<file path="config.mk">
export PLATFORM = sky130hd
export DESIGN_NAME = freelist_ctrl
export DESIGN_NICKNAME = d
export VERILOG_FILES = /design/src/rtl/freelist_ctrl.sv
export SDC_FILE = /design/constraint.sdc
export NUM_CORES = 1
export LEC_CHECK = 0
export CORE_MARGIN = 4
export CORE_UTILIZATION = 60
export CTS_CLUSTER_SIZE = 14
export DETAILED_ROUTE_END_ITERATION = 10
export PLACE_DENSITY_LB_ADDON = 0.1
export SLEW_MARGIN = 25
export SYNTH_ARGS = -nofsm -noshare
export SYNTH_HDL_FRONTEND = slang
export SYNTH_SLANG_ARGS = --single-unit
</file>
<file path="constraint.sdc">
create_clock -name clk -period 7.49 [get_ports clk]
set_clock_uncertainty 0.15 [all_clocks]
set_input_delay 1.498 -clock clk [delete_from_list [all_inputs] [get_ports clk]]
set_output_delay 1.498 -clock clk [all_outputs]
set_load 0.02 [all_outputs]
</file>
<file path="src/rtl/freelist_ctrl.sv">
// Physical-register free list: circular buffer of unallocated pregs.
// Grants up to FRONTEND_WIDTH pregs per cycle, reclaims released pregs at
// commit, and rewinds speculative allocations to the committed head on flush.
module freelist_ctrl #(
  parameter int unsigned FRONTEND_WIDTH      = 2,
  parameter int unsigned COMMIT_WIDTH        = 2,
  parameter int unsigned PHYS_REGS           = 64,
  parameter int unsigned PHYS_REGS_ADDR_SIZE = 6,
  parameter int unsigned ARCH_REGS           = 32
) (
  input  logic                                          clk,
  input  logic                                          reset,
  input  logic [FRONTEND_WIDTH-1:0]                     alloc_req_i,
  output logic                                          alloc_ready_o,
  output logic [FRONTEND_WIDTH*PHYS_REGS_ADDR_SIZE-1:0] freelist_preg_o,
  input  logic [COMMIT_WIDTH-1:0]                       commit_alloc_v_i,
  input  logic [COMMIT_WIDTH-1:0]                       commit_free_v_i,
  input  logic [COMMIT_WIDTH*PHYS_REGS_ADDR_SIZE-1:0]   commit_free_preg_i,
  input  logic                                          flush_i,
  output logic [$clog2(PHYS_REGS-ARCH_REGS):0]          free_count_o,
  output logic                                          overflow_o
);

  localparam int unsigned DEPTH = PHYS_REGS - ARCH_REGS;
  localparam int unsigned IW    = $clog2(DEPTH);
  localparam int unsigned PW    = IW + 1;
  localparam int unsigned PA    = PHYS_REGS_ADDR_SIZE;

  logic [PA-1:0] entry_q [DEPTH];
  logic [PA-1:0] entry_d [DEPTH];
  logic [PW-1:0] head_q, head_d;
  logic [PW-1:0] tail_q, tail_d;
  logic [PW-1:0] chead_q, chead_d;
  logic          overflow_q, overflow_d;

  logic [PW-1:0] count;
  logic [PW-1:0] n_req, n_rel, n_com;
  logic [PW-1:0] req_off [FRONTEND_WIDTH];
  logic [PW-1:0] rel_off [COMMIT_WIDTH];
  logic [PW-1:0] rd_ptr, wr_ptr;
  logic [PW:0]   rel_total;

  // Prefix popcounts that compact requesting/releasing slots onto consecutive entries
  always_comb begin
    n_req = '0;
    for (int unsigned i = 0; i < FRONTEND_WIDTH; i++) begin
      req_off[i] = n_req;
      n_req      = n_req + PW'(alloc_req_i[i]);
    end
    n_rel = '0;
    for (int unsigned j = 0; j < COMMIT_WIDTH; j++) begin
      rel_off[j] = n_rel;
      n_rel      = n_rel + PW'(commit_free_v_i[j]);
    end
    n_com = '0;
    for (int unsigned j = 0; j < COMMIT_WIDTH; j++) begin
      n_com = n_com + PW'(commit_alloc_v_i[j]);
    end
  end

  assign count         = tail_q - head_q;
  assign alloc_ready_o = (count >= n_req) && !flush_i;
  assign free_count_o  = count;
  assign overflow_o    = overflow_q;

  // Lookahead grant per slot; shown even when not ready, zero for idle slots
  always_comb begin
    freelist_preg_o = '0;
    rd_ptr          = '0;
    for (int unsigned i = 0; i < FRONTEND_WIDTH; i++) begin
      rd_ptr = head_q + req_off[i];
      if (alloc_req_i[i]) begin
        freelist_preg_o[i*PA +: PA] = entry_q[rd_ptr[IW-1:0]];
      end
    end
  end

  // Next-state: releases, committed head, and head movement (flush beats grant)
  always_comb begin
    entry_d    = entry_q;
    wr_ptr     = '0;
    for (int unsigned j = 0; j < COMMIT_WIDTH; j++) begin
      wr_ptr = tail_q + rel_off[j];
      if (commit_free_v_i[j]) begin
        entry_d[wr_ptr[IW-1:0]] = commit_free_preg_i[j*PA +: PA];
      end
    end
    tail_d     = tail_q + n_rel;
    chead_d    = chead_q + n_com;
    // Head rewinds to the committed head including this cycle's retirements
    if (flush_i) begin
      head_d = chead_q + n_com;
    end else if (alloc_ready_o) begin
      head_d = head_q + n_req;
    end else begin
      head_d = head_q;
    end
    rel_total  = {1'b0, count} + {1'b0, n_rel};
    overflow_d = overflow_q || (rel_total > (PW+1)'(DEPTH));
  end

  // State registers with synchronous reset to a full list of pregs ARCH_REGS..PHYS_REGS-1
  always_ff @(posedge clk) begin
    if (reset) begin
      for (int unsigned k = 0; k < DEPTH; k++) begin
        entry_q[k] <= PA'(ARCH_REGS + k);
      end
      head_q     <= '0;
      chead_q    <= '0;
      tail_q     <= PW'(DEPTH);
      overflow_q <= 1'b0;
    end else begin
      entry_q    <= entry_d;
      head_q     <= head_d;
      chead_q    <= chead_d;
      tail_q     <= tail_d;
      overflow_q <= overflow_d;
    end
  end

endmodule

</file>
==> results.md, run 1 <==
- Status: complete, no violations
- Root Driver: clkbuf_16
- Global-route wire length before repair: 69800 um
- Hold Crit Start: overflow_o
- Die area: 25700 um2
- Grt ovf: 0
- Synthesized net count: 1447
- Wirelength per Cell: 27.4 um
- Clk slew on worst S/H paths: 0.06 ns
- Routed WL: 46100 um
- Initial DRC Count: 1630
- Sum Neg Setup Slack: 0 ns
- DRT antenna net count: 0
- CP Max Fanout: 24
- Synth top area cells: dfxtp_1 (30%), mux4_2 (19%), mux2i_1 (11%)
- Met1 Usage GRT: 52.2%
- Dpl hpwl: 31400 um
- Synth cell types: 62
- VDD IR max: 0.183 mV
- Seq. cell area: 4230 um2
- Initial core utilization: 61.2%
- Vias per cell: 6.97
- Crit path DAT: 5.12 ns
- H-Tree Depth: 1
- Tcrit/Tclk final: 90.4%
- Hold_buf cts: 0
- Post-Syn Instances: 1401
- Post-Syn Area: 13900 um2
- Clock Tree Buf Depth: 3
- Post-synth EDFFs: 0
- Max cap viols: 0
- Sequential share of the synthesized area: 30.4%
- Met2 usage in global routing: 53.1%
- Area growth syn-to-layout: 8.97%
- Reg2reg setup slack: 4.21 ns
- Worst setup SP type: primary input
- Ys async rst share: 0%
- Hold Violations, Final: 0
- CTS tree: yes
- CTS Sinks: 211
- Clock Latency Late Sink: 0.51 ns
- Via count of the first global-routing pass: 11100
- Critical path required time: 5.84 ns
- RSZ-0062 raised after global routing: no
- DR vias: 11700
- Gpl congestion: 0.975
- DRC Markers: 0
- Met3 Resource Use GR: 8.13%
- PostCTS Resize Cnt: 0
- Crit. End Element: output port
- CP cell instances: clkdlybuf4s50_1 -> ha_4 -> ha_2 -> buf_12 -> mux4_2 -> mux4_2 -> mux2i_1 -> nor2b_1 -> clkdlybuf4s50_1
- Antenna Cells: 0
- Port bufs: 40
- Worst Tran Pin Value: 0.950 ns
- Crit path launch: alloc_req_i[0]
- All-Layer GR Usage: 35.3%
- Area of the multi-input gates: 9170 um2
- Critical path class: in -> out
- Tmin final: 6.77 ns
- Filler cells: 1852
- Die height: 160 um
- Core ar.: 22700 um2
- Io pins: 41
- Initial DRT Pass Iterations: 6
- FF-to-FF Start: tail_q[0]
- Num CTS Buffers: 23
- Syn avg cell area: 9.92 um2
- Slew Viols, Final: 0
- # rows: 55
- Yosys top cell area share: 30.4%
- Pwr/cell area: 216 nW/um2
- Primary FF master, synth: dfxtp_1
- Nets: 1423
- Hold Worst Slack: 0.342 ns
- Slowest CP cell: ha_2
- Setup Viol. Count Final: 0
- Hold Path Class: reg -> reg
- Register bit total from synthesis: 211
- Lkg Pwr: 5.19 nW
- Synth area leader: dfxtp_1
- F_max: 148 MHz
- GR peak layer: met2
- Initial antenna violation count: 1
- Postcts setup bufs: 0
- Design Area, Final: 15100 um2
- Area post-placement: 14400 um2
- Die extent in x: 160 um
- Layout cells sized above 1: 19.2%
- Largest net degree at the start of global routing: 69
- Rel. slew slack: 36.7%
- Synth warnings: 0
- CP max stage delay: 0.67 ns
-- per-layer routing --
layer	part of all wire [%]	up-vias
met1	41	5762
li1	-	5106
met3	12	84
met2	44	754
met4	2.5	0
met5	0	-
-- cell type report --
cell class,instances,area share (%)
clock buffer,30,4.24
inverter,25,0.628
multi-input combinational,1052,60.5
timing repair buffer,64,3.85
tap,285,2.35
sequential,211,27.9
clock inverter,12,0.463
-- power breakdown --
part	switching, mW	total, mW	leakage [nW]	internal [mW]
Sequential	0.0477	1.21	1.71	1.16
Clock	0.483	1.09	0.360	0.606
Combinational	0.554	0.980	3.12	0.426
-- metrics by stage --
step	utilization (%)	power, mW	cells	setup slack, ns
floorplan	-	1.89	1401	2.10
global placement	63.5	2.18	1637	0.765
detailed placement	63.5	2.20	1637	0.773
CTS	66.7	3.27	1679	0.772
global route	66.7	3.39	1679	0.665
finish	66.7	3.28	1679	0.720
-- cells by family after synthesis --
group           synth area share [%]
simple gates                    15.1
fa+ha+maj                       2.52
xor+xnor                       0.819
mux                             40.0
flops                           30.4
compound gates                  7.23
buf+inv                         3.89
-- flip-flops by register name, indices dropped and copies added (netlist names) --
name / cells
chead_q: 6
overflow_o: 1
head_q: 6
entry_q: 192
tail_q: 6
-- synthesized netlist by cell type (all sizes together), types with 5 or more instances --
master and n:
xor2 5, nor4 5, nand3 56, a21o 10, mux4 120, o21ai 28
clkbuf 87, inv 25, fa 5, or2 17, nand2 226, nor2b 12
a311oi 32, mux2i 146, nor3 26, a21oi 34, dfxtp 211, ha 20
mux2 124, a21boi 7, nor2 113, buf 26, xnor2 8, a211oi 13
-- final timing paths --
| kind | cells after the start | endpoint |
|---|---|---|
| setup / recovery | 9 | freelist_preg_o[6] |
| hold / removal | 1 | overflow_o |
| setup reg to reg | 8 | entry_q[155] |
| hold reg to reg | 1 | overflow_o |
-- worst max-delay path, delay by kind of cell --
kind | cells | cell delay [ns]
buf+inv | 3 | 1.42
simple gates | 1 | 0.08
mux | 3 | 1.15
fa+ha+maj | 2 | 0.95
-- cell usage in the layout, fill, tap and decap left out, types with 24 or more instances in the layout --
| master | n |
|---|---|
| a311oi_1 | 32 |
| dfxtp_1 | 209 |
| nor3_1 | 24 |
| mux2_2 | 47 |
| nand2_1 | 226 |
| nand3_1 | 56 |
| mux4_2 | 120 |
| mux2i_1 | 146 |
| clkdlybuf4s50_1 | 35 |
| nor2_1 | 105 |
| a21oi_1 | 33 |
| mux2_1 | 77 |
No activity file was read; power rests on OpenSTA's default activity.
==> run 2, diff against run 1 <==
Settings changed: GPL_ROUTABILITY_DRIVEN from default to 1.
Clock period 7.49 ns to 8.5 ns, I/O delays scaled along.
==> run 2 against run 1 <==
  * First-iteration DRC count fell by 2.6%
  * Total power decreased by 4.7%
  * Sequential cell count did not move
  * Count of clock-buffer cells in the layout is 2 higher
  * Hold slack lost 0.0030 ns
  * Sequential share of layout area decreased by 0.29 points
  * Utilization rose by 0.69 points
  * Global-route usage shrank 0.077 points
  * Worst setup slack better by 0.40 ns
  * Clock power is 10% higher
==> results.md, run 2 (synthesis results as in run 1) <==
- H-Tree Depth: 1
- Tmin final: 7.38 ns
- Status: complete, no violations
- Root Driver: clkbuf_16
- Core ar.: 22700 um2
- Initial antenna violation count: 0
- Postcts setup bufs: 0
- Tcrit/Tclk final: 86.9%
- Die area: 25700 um2
- Area growth syn-to-layout: 10.1%
- Placed Cells: 1632
- DR vias: 11900
- Die height: 160 um
- Rel. slew slack: 30.8%
- Initial core utilization: 61.2%
- Global-route wire length before repair: 70200 um
- Layout cells sized above 1: 18.9%
- Clk slew on worst S/H paths: 0.06 ns
- Total Power: 3.12 mW
- Clock Tree Buf Depth: 3
- Crit. End Element: output port
- Initial DRT Pass Iterations: 5
- Slew Viols, Final: 0
- CP Max Fanout: 26
- Worst setup SP type: primary input
- CTS Sinks: 211
- Wirelength per Cell: 27.4 um
- RSZ-0062 raised after global routing: no
- Commonest cells after routing, fill and taps aside: nand2_1 (226), dfxtp_1 (209), mux2i_1 (146)
- PostCTS Resize Cnt: 0
- Grt ovf: 0
- Worst Tran Pin Value: 1.04 ns
- VDD IR max: 0.169 mV
- Max cap viols: 0
- All-Layer GR Usage: 35.2%
- DRT antenna net count: 0
- Non-filler instance count after layout: 1677
- Lkg Pwr: 5.26 nW
- Gpl congestion: 0.946
- Final WS setup: 1.12 ns
- Design Area, Final: 15300 um2
- Filler cells: 1831
- Critical path class: in -> out
- F_max: 135 MHz
- Nets: 1420
- CTS tree: yes
- Antenna Cells: 0
- Hold_buf cts: 0
- Io pins: 41
- # rows: 55
- Area post-placement: 14400 um2
- Dpl hpwl: 30800 um
- Hold Violations, Final: 0
- Fin util: 67.4%
- Largest net degree at the start of global routing: 80
- Crit path DAT: 5.53 ns
- Critical path required time: 6.65 ns
- Hold Path Class: reg -> reg
- Biggest register: entry_q
- Pre-CTS setup slack: 1.23 ns
- Port bufs: 40
- Largest register FFs: 192
- Initial DRC Count: 1588
- Routed WL: 46000 um
- Num CTS Buffers: 24
- Commonest non-fill, non-tap cell in the layout: nand2_1
- Pwr/cell area: 204 nW/um2
- Hold Worst Slack: 0.339 ns
- Via count of the first global-routing pass: 11000
- Clock Latency Late Sink: 0.52 ns
- DRC Markers: 0
- Vias per cell: 7.07
- Die extent in x: 160 um
- Setup Viol. Count Final: 0
- Sum Neg Setup Slack: 0 ns
-- run 2: cell count changes in the layout (fill, tap and decap cells not counted), sizes merged --
cell	change
bufinv	+7
clkinv	-5
buf	-3
clkinvlp	-1
clkdlybuf4s50	-1
inv	-1
clkbuf	+2
-- run 2: layout make-up --
type / count / area, um2 / share of cell area, %
clock buffer: 32 / 672 / 4.39
inverter: 25 / 95.1 / 0.622
multi-input combinational: 1052 / 9180 / 60.0
timing repair buffer: 60 / 536 / 3.50
tap: 285 / 357 / 2.33
clock inverter: 12 / 235 / 1.54
sequential: 211 / 4230 / 27.6
-- run 2: final timing paths --
check                 start                 end  slack [ns]  depth (start not counted)
max reg2reg       head_q[1]           head_q[0]        4.82                          9
min              overflow_o          overflow_o        0.34                          1
min reg2reg      overflow_o          overflow_o        0.34                          1
max          alloc_req_i[0]  freelist_preg_o[8]        1.12                          9
-- run 2: metal layers --
| metal | wire [um] | global-route usage [%] |
|---|---|---|
| met1 | 19200 | 53.0 |
| met2 | 19700 | 52.2 |
| met3 | 5780 | 7.28 |
| met4 | 1280 | 8.88 |
| met5 | 0 | 0 |
-- run 2: where the power goes --
group	internal, mW	switching, mW
combinational	0.367	0.474
sequential	1.02	0.0537
clock	0.766	0.438
total	2.15	0.966
-- run 2: worst max-delay path, stage by stage --
cell and delay [ns]:
clkdlybuf4s50_1 0.64, ha_4 0.29, ha_2 0.73, buf_4 0.36, mux4_2 0.34, mux4_2 0.49, mux2i_1 0.33, nor2b_1 0.09
clkdlybuf4s50_1 0.55
==> run 3, diff against run 2 <==
Settings changed: MAX_ROUTING_LAYER from default to met4.
==> run 3 against run 2 <==
  * Utilization shrank 0.61 points
  * Sequential share of layout area grew 0.25 points
  * Fmax shrank 1.2%
  * Count of clock-buffer cells in the layout grew 6
  * Final area shrank 0.91%
  * Combinational power grew 2%
  * Highest routed layer unchanged
  * Register-to-register slack gained 0.02 ns
  * Critical path depth is the same
==> results.md, run 3 (synthesis results as in run 1) <==
- CP max stage delay: 0.89 ns
- Routed WL: 46100 um
- Nets: 1421
- Logic pwr share: 29.1%
- Total Power: 2.95 mW
- Antenna Cells: 0
- Status: complete, no violations
- Largest register FFs: 192
- Initial antenna violation count: 0
- Sum Neg Setup Slack: 0 ns
- Wirelength per Cell: 27.5 um
- All-Layer GR Usage: 36.5%
- PostCTS Resize Cnt: 0
- Clock Tree Buf Depth: 3
- Crit. End Element: output port
- Postcts setup bufs: 0
- Global-route wire length before repair: 70200 um
- Lkg Pwr: 5.20 nW
- Sw Ratio: 32.5%
- DR vias: 11700
- Worst setup SP type: primary input
- H-Tree Depth: 1
- Grt ovf: 0
- Via count of the first global-routing pass: 11100
- Clock group share of total power: 34.8%
- # rows: 55
- Seq. cell area: 4230 um2
- Initial DRC Count: 1321
- Internal: 1.99 mW
- Tmin final: 7.47 ns
- Hold Violations, Final: 0
- Clock Latency Late Sink: 0.53 ns
- Reg power frac: 36.1%
- Initial core utilization: 61.2%
- CP Max Fanout: 34
- Setup Viol. Count Final: 0
- Filler cells: 1819
- Area growth syn-to-layout: 9.09%
- DRC Markers: 0
- Gpl congestion: 0.976
- Final WS setup: 1.03 ns
- Layout cells sized above 1: 18.8%
- Largest net degree at the start of global routing: 79
- Root Driver: clkbuf_16
- Initial DRT Pass Iterations: 5
- CTS tree: yes
- Worst Path Buf+Inv: 3
- CP cell instances: clkdlybuf4s50_1 -> ha_4 -> ha_2 -> buf_4 -> mux4_2 -> mux4_2 -> mux2i_1 -> nor2b_1 -> clkdlybuf4s50_1
- Num CTS Buffers: 24
- CTS Sinks: 211
- Pre-CTS setup slack: 1.10 ns
- Pwr/cell area: 194 nW/um2
- Die extent in x: 160 um
- Hold Path Class: reg -> reg
- Vias per cell: 6.98
- Top delay family on crit path: buffers and inverters
- F_max: 134 MHz
- Core ar.: 22700 um2
- Crit path DAT: 5.62 ns
- Clk slew on worst S/H paths: 0.06 ns
- Non-filler instance count after layout: 1677
- Critical path class: in -> out
- VDD IR max: 0.161 mV
- DRT antenna net count: 0
- Placed Cells: 1634
- Net Sw Power: 0.958 mW
- Dpl hpwl: 31100 um
- Area of the multi-input gates: 9170 um2
- Max cap viols: 0
- Io pins: 41
- Die height: 160 um
- Hold_buf cts: 0
- Critical path required time: 6.65 ns
- Slew Viols, Final: 0
- Biggest register: entry_q
- Port bufs: 40
- Die area: 25700 um2
- Commonest non-fill, non-tap cell in the layout: nand2_1
- Worst Tran Pin Value: 0.958 ns
- RSZ-0062 raised after global routing: no
- Rel. slew slack: 35.8%
- Tcrit/Tclk final: 87.9%
- Slowest CP cell: ha_2
- Commonest cells after routing, fill and taps aside: nand2_1 (226), dfxtp_1 (209), mux2i_1 (146)
run 3: cell count changes in the layout (fill, tap and decap cells not counted), moves of 2 or more:
cell,previous run,this run
buf_4,20,22
bufinv_16,7,0
clkbuf_8,2,7
clkinv_2,6,4
clkinv_4,0,2
run 3: power by group through the flow:
stage | sequential [mW] | clock (mW) | combinational (mW)
2_1_floorplan | 1.06 | 0 | 0.607
3_3_place_gp | 1.08 | 0 | 0.832
3_5_place_dp | 1.08 | 0 | 0.843
4_1_cts | 1.06 | 1.03 | 0.848
5_1_grt | 1.06 | 1.07 | 0.909
6_report | 1.06 | 1.03 | 0.857
run 3: final cells by class:
cell class | count | share of cell area [%]
Tap cell | 285 | 2.35
Multi-Input combinational cell | 1052 | 60.5
Timing Repair Buffer | 61 | 3.53
Clock buffer | 38 | 4.91
Sequential cell | 211 | 27.9
Inverter | 25 | 0.627
Clock inverter | 5 | 0.215
run 3: metrics by stage:
| stage | util [%] | area (um2) | hold WS, ns |
|---|---|---|---|
| after floorplan | - | 13900 | 0.315 |
| after global placement | 63.3 | 14400 | 0.315 |
| after detailed placement | 63.3 | 14400 | 0.327 |
| after CTS | 66.7 | 15200 | 0.343 |
| after global routing | 66.8 | 15200 | 0.357 |
| final | 66.8 | 15200 | 0.338 |
run 3: final timing paths:
| kind | from | endpoint | slack, ns | cells after the start |
|---|---|---|---|---|
| worst min register to register | overflow_o | overflow_o | 0.34 | 1 |
| worst max-delay path | alloc_req_i[0] | freelist_preg_o[8] | 1.03 | 9 |
| worst min-delay path | overflow_o | overflow_o | 0.34 | 1 |
| worst max register to register | head_q[1] | head_q[0] | 4.84 | 9 |
run 3: layer usage:
layer  part of all wire (%)  up-vias  GRT usage [%]
met5                      0        -              -
li1                       -     5094              -
met3                     12      111           8.05
met4                    3.4        0           10.7
met1                     41     5745           51.0
met2                     43      758           53.7
